**config.mk**
```make
export PLATFORM = sky130hd
export DESIGN_NAME = wb_arbiter
export DESIGN_NICKNAME = d
export VERILOG_FILES = /design/src/rtl/wb_arbiter.sv
export SDC_FILE = /design/constraint.sdc
export NUM_CORES = 1
export LEC_CHECK = 0
export CORE_AREA = 2 2 111 113
export CTS_CLUSTER_SIZE = 14
export DETAILED_ROUTE_END_ITERATION = 10
export DIE_AREA = 0 0 113 115
export PLACE_DENSITY_LB_ADDON = 0.15
export SYNTH_ARGS = -nofsm -noshare
export SYNTH_HDL_FRONTEND = slang
export SYNTH_SLANG_ARGS = --single-unit
```
**constraint.sdc**
```tcl
create_clock -name i_clk -period 2 [get_ports i_clk]
set_clock_uncertainty 0.15 [all_clocks]
set_input_delay 0.3 -clock i_clk [delete_from_list [all_inputs] [get_ports i_clk]]
set_output_delay 0.3 -clock i_clk [all_outputs]
set_load 0.005 [all_outputs]
```
**src/rtl/wb_arbiter.sv**
```systemverilog
// Round-robin Wishbone classic arbiter: one registered grant per cyc burst, combinational bus mux.
// Optional stall timeout with a one-cycle ABORT response is enabled by defining WB_ARB_TIMEOUT_EN.
module wb_arbiter #(
  parameter int MASTERS        = 2,
  parameter int TIMEOUT_CYCLES = 255
) (
  input  logic                     i_clk,
  input  logic                     i_reset_n,
  input  logic [MASTERS-1:0]       i_m_cyc,
  input  logic [MASTERS-1:0]       i_m_stb,
  input  logic [MASTERS-1:0]       i_m_we,
  input  logic [MASTERS-1:0][31:0] i_m_adr,
  input  logic [MASTERS-1:0][31:0] i_m_dat,
  input  logic [MASTERS-1:0][3:0]  i_m_sel,
  output logic [31:0]              o_m_dat,
  output logic [MASTERS-1:0]       o_m_ack,
  output logic                     o_s_cyc,
  output logic                     o_s_stb,
  output logic                     o_s_we,
  output logic [31:0]              o_s_adr,
  output logic [31:0]              o_s_dat,
  output logic [3:0]               o_s_sel,
  input  logic [31:0]              i_s_dat,
  input  logic                     i_s_ack,
  output logic [MASTERS-1:0]       o_grant,
  output logic                     o_timeout
);

  localparam int IW = $clog2(MASTERS);

  if (MASTERS < 2 || MASTERS > 8) begin : g_bad_masters
    $error("wb_arbiter: MASTERS must be in 2..8");
  end
  if (TIMEOUT_CYCLES < 2 || TIMEOUT_CYCLES > 65535) begin : g_bad_timeout
    $error("wb_arbiter: TIMEOUT_CYCLES must be in 2..65535");
  end

  typedef enum logic [1:0] {
    ST_IDLE  = 2'd0,
    ST_GRANT = 2'd1,
    ST_ABORT = 2'd2
  } state_t;

  state_t             state_q, state_d;
  logic [MASTERS-1:0] grant_q, grant_d;
  logic [IW-1:0]      gidx_q, gidx_d;
  logic [IW-1:0]      last_q, last_d;

  logic [IW-1:0]      lo_idx, hi_idx, win_idx;
  logic               hi_found;

`ifdef WB_ARB_TIMEOUT_EN
  localparam logic [15:0] STALL_LAST = 16'(TIMEOUT_CYCLES - 1);
  logic [15:0] stall_q, stall_d;
  logic        timeout_q, timeout_d;
  logic        stalling;
`endif

  // Lowest requester above last wins; otherwise wrap to the lowest requester overall.
  always_comb begin
    lo_idx   = '0;
    hi_idx   = '0;
    hi_found = 1'b0;
    for (int i = MASTERS - 1; i >= 0; i--) begin
      if (i_m_cyc[i]) begin
        lo_idx = IW'(i);
      end
      if (i_m_cyc[i] && (IW'(i) > last_q)) begin
        hi_idx   = IW'(i);
        hi_found = 1'b1;
      end
    end
    win_idx = hi_found ? hi_idx : lo_idx;
  end

  always_comb begin
    o_s_cyc = 1'b0;
    o_s_stb = 1'b0;
    o_s_we  = 1'b0;
    o_s_adr = '0;
    o_s_dat = '0;
    o_s_sel = '0;
    o_m_ack = '0;
    o_m_dat = i_s_dat;
    case (state_q)
      ST_GRANT: begin
        o_s_cyc         = i_m_cyc[gidx_q];
        o_s_stb         = i_m_stb[gidx_q];
        o_s_we          = i_m_we[gidx_q];
        o_s_adr         = i_m_adr[gidx_q];
        o_s_dat         = i_m_dat[gidx_q];
        o_s_sel         = i_m_sel[gidx_q];
        o_m_ack[gidx_q] = i_s_ack & i_m_stb[gidx_q];
      end
`ifdef WB_ARB_TIMEOUT_EN
      ST_ABORT: begin
        o_m_ack[gidx_q] = 1'b1;
        o_m_dat         = 32'hDEAD_BEEF;
      end
`endif
      default: ;
    endcase
  end

`ifdef WB_ARB_TIMEOUT_EN
  assign stalling = i_m_stb[gidx_q] & ~i_s_ack;
`endif

  always_comb begin
    state_d = state_q;
    grant_d = grant_q;
    gidx_d  = gidx_q;
    last_d  = last_q;
`ifdef WB_ARB_TIMEOUT_EN
    stall_d   = '0;
    timeout_d = 1'b0;
`endif
    case (state_q)
      ST_IDLE: begin
        if (|i_m_cyc) begin
          state_d          = ST_GRANT;
          gidx_d           = win_idx;
          grant_d          = '0;
          grant_d[win_idx] = 1'b1;
        end
      end
      ST_GRANT: begin
        if (!i_m_cyc[gidx_q]) begin
          state_d = ST_IDLE;
          last_d  = gidx_q;
          grant_d = '0;
`ifdef WB_ARB_TIMEOUT_EN
        end else if (stalling && (stall_q == STALL_LAST)) begin
          state_d   = ST_ABORT;
          timeout_d = 1'b1;
        end else begin
          // Counter holds while the master idles its strobe without an ack.
          if (i_s_ack) begin
            stall_d = '0;
          end else if (i_m_stb[gidx_q]) begin
            stall_d = stall_q + 16'd1;
          end else begin
            stall_d = stall_q;
          end
`endif
        end
      end
`ifdef WB_ARB_TIMEOUT_EN
      ST_ABORT: begin
        state_d = ST_IDLE;
        last_d  = gidx_q;
        grant_d = '0;
      end
`endif
      default: begin
        state_d = ST_IDLE;
        grant_d = '0;
      end
    endcase
  end

  always_ff @(posedge i_clk or negedge i_reset_n) begin
    if (!i_reset_n) begin
      state_q <= ST_IDLE;
      grant_q <= '0;
      gidx_q  <= '0;
      last_q  <= IW'(MASTERS - 1);
`ifdef WB_ARB_TIMEOUT_EN
      stall_q   <= '0;
      timeout_q <= 1'b0;
`endif
    end else begin
      state_q <= state_d;
      grant_q <= grant_d;
      gidx_q  <= gidx_d;
      last_q  <= last_d;
`ifdef WB_ARB_TIMEOUT_EN
      stall_q   <= stall_d;
      timeout_q <= timeout_d;
`endif
    end
  end

  assign o_grant = grant_q;
`ifdef WB_ARB_TIMEOUT_EN
  assign o_timeout = timeout_q;
`else
  assign o_timeout = 1'b0;
`endif

endmodule

```
==> flow_metrics.env <==
export IMPL_start_kind="flip-flop"
export IMPL_p_leak_nw=2.25
export IMPL_drc=19
export IMPL_r2r_end="o_grant[0]$_DFFE_PN0P_"
export IMPL_postSynthAreaPerCell_um2=7.92
export IMPL_dieArea_mm2=0.0130
export IMPL_drv_cap=0
export IMPL_failed_checks="DRC, setup timing"
export IMPL_reg2reg_from="gidx_q$_DFFE_PN0P_"
export IMPL_fp_row_count=40
export IMPL_worstSetupEndpointType="output port"
export IMPL_cts_clk_slew_worst_paths_ps=30
export IMPL_max_freq_mhz=462
export IMPL_crit_required_ps=1550
export IMPL_finalWirelength_um=7700
export IMPL_syn_nets=397
export IMPL_yosysWarnings=0
export IMPL_rsz0062_at_grt="yes"
export IMPL_die_y_um=115
export IMPL_n_antenna_cell=0
export IMPL_cts_max_path_buffers=2
export IMPL_die_w_um=113
export IMPL_grt_pass1_vias=2126
export IMPL_fin_crit_sh_pct=108
export IMPL_drtPass1Iterations=10
export IMPL_setup_ws_ps=-166
export IMPL_clock_sinks=5
export IMPL_dp_hpwl_um=6080
export IMPL_drt_iter0_markers=70
export IMPL_syn_area_mm2=0.00174
export IMPL_grtUsageTotal_pct=9.75
export IMPL_whs_ps=178
export IMPL_dp_slack_ps=-40.1
export IMPL_slew_violations=0
export IMPL_grt_overflow=0
export IMPL_ys_types=20
export IMPL_arrival_ps=1720
export IMPL_crit_path_start="gidx_q$_DFFE_PN0P_"
export IMPL_area_growth_pct=136
export IMPL_hold_viol_final=0
export IMPL_reg2regPathDepth=5
export IMPL_place_area_mm2=0.00389
export IMPL_final_common_cell="clkdlybuf4s50_1"
export IMPL_wl_per_cell_um=13.9
export IMPL_initial_core_util_pct=14.8
export IMPL_fillers=1248
export IMPL_ys_seq_area_share_pct=7.25
export IMPL_nets=585
export IMPL_power_density_mw_per_mm2=719
export IMPL_antenna_found_initial=0
export IMPL_path_cells="buf_6 > mux2i_1 > nor2b_1 > clkdlybuf4s50_1"
export IMPL_layout_cells_most_common_list="clkdlybuf4s50_1, mux2i_1, nor2b_1, dlymetal6s2s_1, dlygate4sd2_1"
export IMPL_finalSetupViolations=33
export IMPL_crit_path_end="o_s_dat[5]"
export IMPL_clkLatencyLatePin_ps=230
export IMPL_gp_congestion=0.728
export IMPL_vdd_drop_max_mv=0.429
export IMPL_finalInstanceArea_mm2=0.00411
export IMPL_regToRegSetupSlack_ps=410
export IMPL_core_area_mm2=0.0118
export IMPL_ys_seq_elements=5
export IMPL_pin_count=285
export IMPL_hold_class="input pin to async pin"
export IMPL_clock_tree_root_cell="clkbuf_16"
export IMPL_min_period_ps=2170
export IMPL_cts_max_level=1
export IMPL_antenna_left=0
export IMPL_via_per_inst=3.91
export IMPL_cts_buffers_inserted=3
export IMPL_criticalPathCategory="flip-flop to output port"
export IMPL_cpMaxStageDelayCell="dfrtp_4"
export IMPL_grt_max_degree=49
export IMPL_layout_cells_non_filler=554
export IMPL_critPathMaxStageDelay_ps=540
export IMPL_status="finished, violations left"
export IMPL_dp_cells=545
export IMPL_layout_drive_gt1_share_pct=5.41
export IMPL_setup_tns_ps=-2400
export IMPL_netlist_instances=220
export IMPL_io_buffers=219
export IMPL_route_vias_total=2168
export IMPL_cts_tree="yes"
export IMPL_worst_path_max_fanout=9
export IMPL_grt_pass1_wl_um=10500
## timing repair
action	CTS	global route
cloned	0	2
buffers inserted	2	1
resized for setup	27	41
endpoints found under the setup margin	72	50
hold buffers	0	0
## Yosys cell counts
master	count	area share (%)
mux2i_1	70	40
nor2b_1	70	25
buf_4	40	17
clkbuf_1	7	1.5
nand2_1	5	1.1
nor2_1	5	1.1
dfrtp_1	4	5.7
buf_2	3	0.86
nand2b_1	3	1.1
a21oi_1	2	0.57
inv_1	2	0.43
a211o_1	1	0.50
a21boi_0	1	0.43
a22o_1	1	0.50
a22oi_1	1	0.43
conb_1	1	0.22
dfstp_2	1	1.5
mux2i_2	1	0.79
o211ai_1	1	0.43
o21ai_0	1	0.29
## sequential cells by signal, summed over array words and instances (netlist names)
signal	count
o_grant	2
gidx_q	1
last_q	1
state_q	1
## per-layer routing
metal  GRT usage [%]  wire (um)  vias up
li1                -          -     1068
met1            10.2       2710      953
met2            18.9       4050      143
met3            3.37        907        4
met4            1.87         40        0
met5               0          0        -
## through the flow
| stage | utilization [%] | power, W |
|---|---|---|
| 2_1_floorplan | - | 0.00142 |
| 3_3_place_gp | 32.9 | 0.00263 |
| 3_5_place_dp | 32.9 | 0.00264 |
| 4_1_cts | 33.5 | 0.00292 |
| 5_1_grt | 34.8 | 0.00317 |
| 6_report | 34.8 | 0.00295 |
## critical path, delay by kind of cell, from the launching register on
| family | cells | cell delay [ps] |
|---|---|---|
| buffers and inverters | 2 | 690 |
| DFF | 1 | 540 |
| muxes | 1 | 130 |
| and+or+nand+nor | 1 | 120 |
## worst min-delay path by stage
stage                                       from                      to  slack (ps)  cells after the start
after CTS                              i_reset_n  o_grant[0]$_DFFE_PN0P_         180                      1
after detailed placement  o_grant[0]$_DFFE_PN0P_  o_grant[0]$_DFFE_PN0P_         370                      1
final                                  i_reset_n  o_grant[0]$_DFFE_PN0P_         180                      1
after floorplan                        i_reset_n      gidx_q$_DFFE_PN0P_        -150                      0
after global routing                   i_reset_n  o_grant[0]$_DFFE_PN0P_         190                      1
after global placement    o_grant[0]$_DFFE_PN0P_  o_grant[0]$_DFFE_PN0P_         350                      1
## area by class of cell
type	count	area [um2]	share of cell area (%)
tap	147	184	4.48
inverter	2	7.51	0.183
clock buffer	4	78.8	1.92
timing repair buffer	233	2440	59.4
sequential	5	131	3.20
multi-input combinational	163	1270	30.9
## logic make-up (layout without fill, tap and decap cells)
group           after synthesis  count (layout)  share of synthesized area [%]
simple gates                 83              83                           28.4
compound gates                8               8                           3.16
other cells                   1               1                          0.215
flops                         5               5                           7.25
mux                          71              71                           41.0
buf+inv                      52             239                           20.0
## where the power goes
part	total [W]	internal, W	leakage (nW)	switching, W
logic	0.00241	0.00151	2.15	0.000904
registers	0.000214	0.000153	0.0571	0.0000612
clock network	0.000329	0.000264	0.0382	0.0000647
total	0.00295	0.00192	2.25	0.00103
Note: power is estimated with default switching activity, not from simulation.
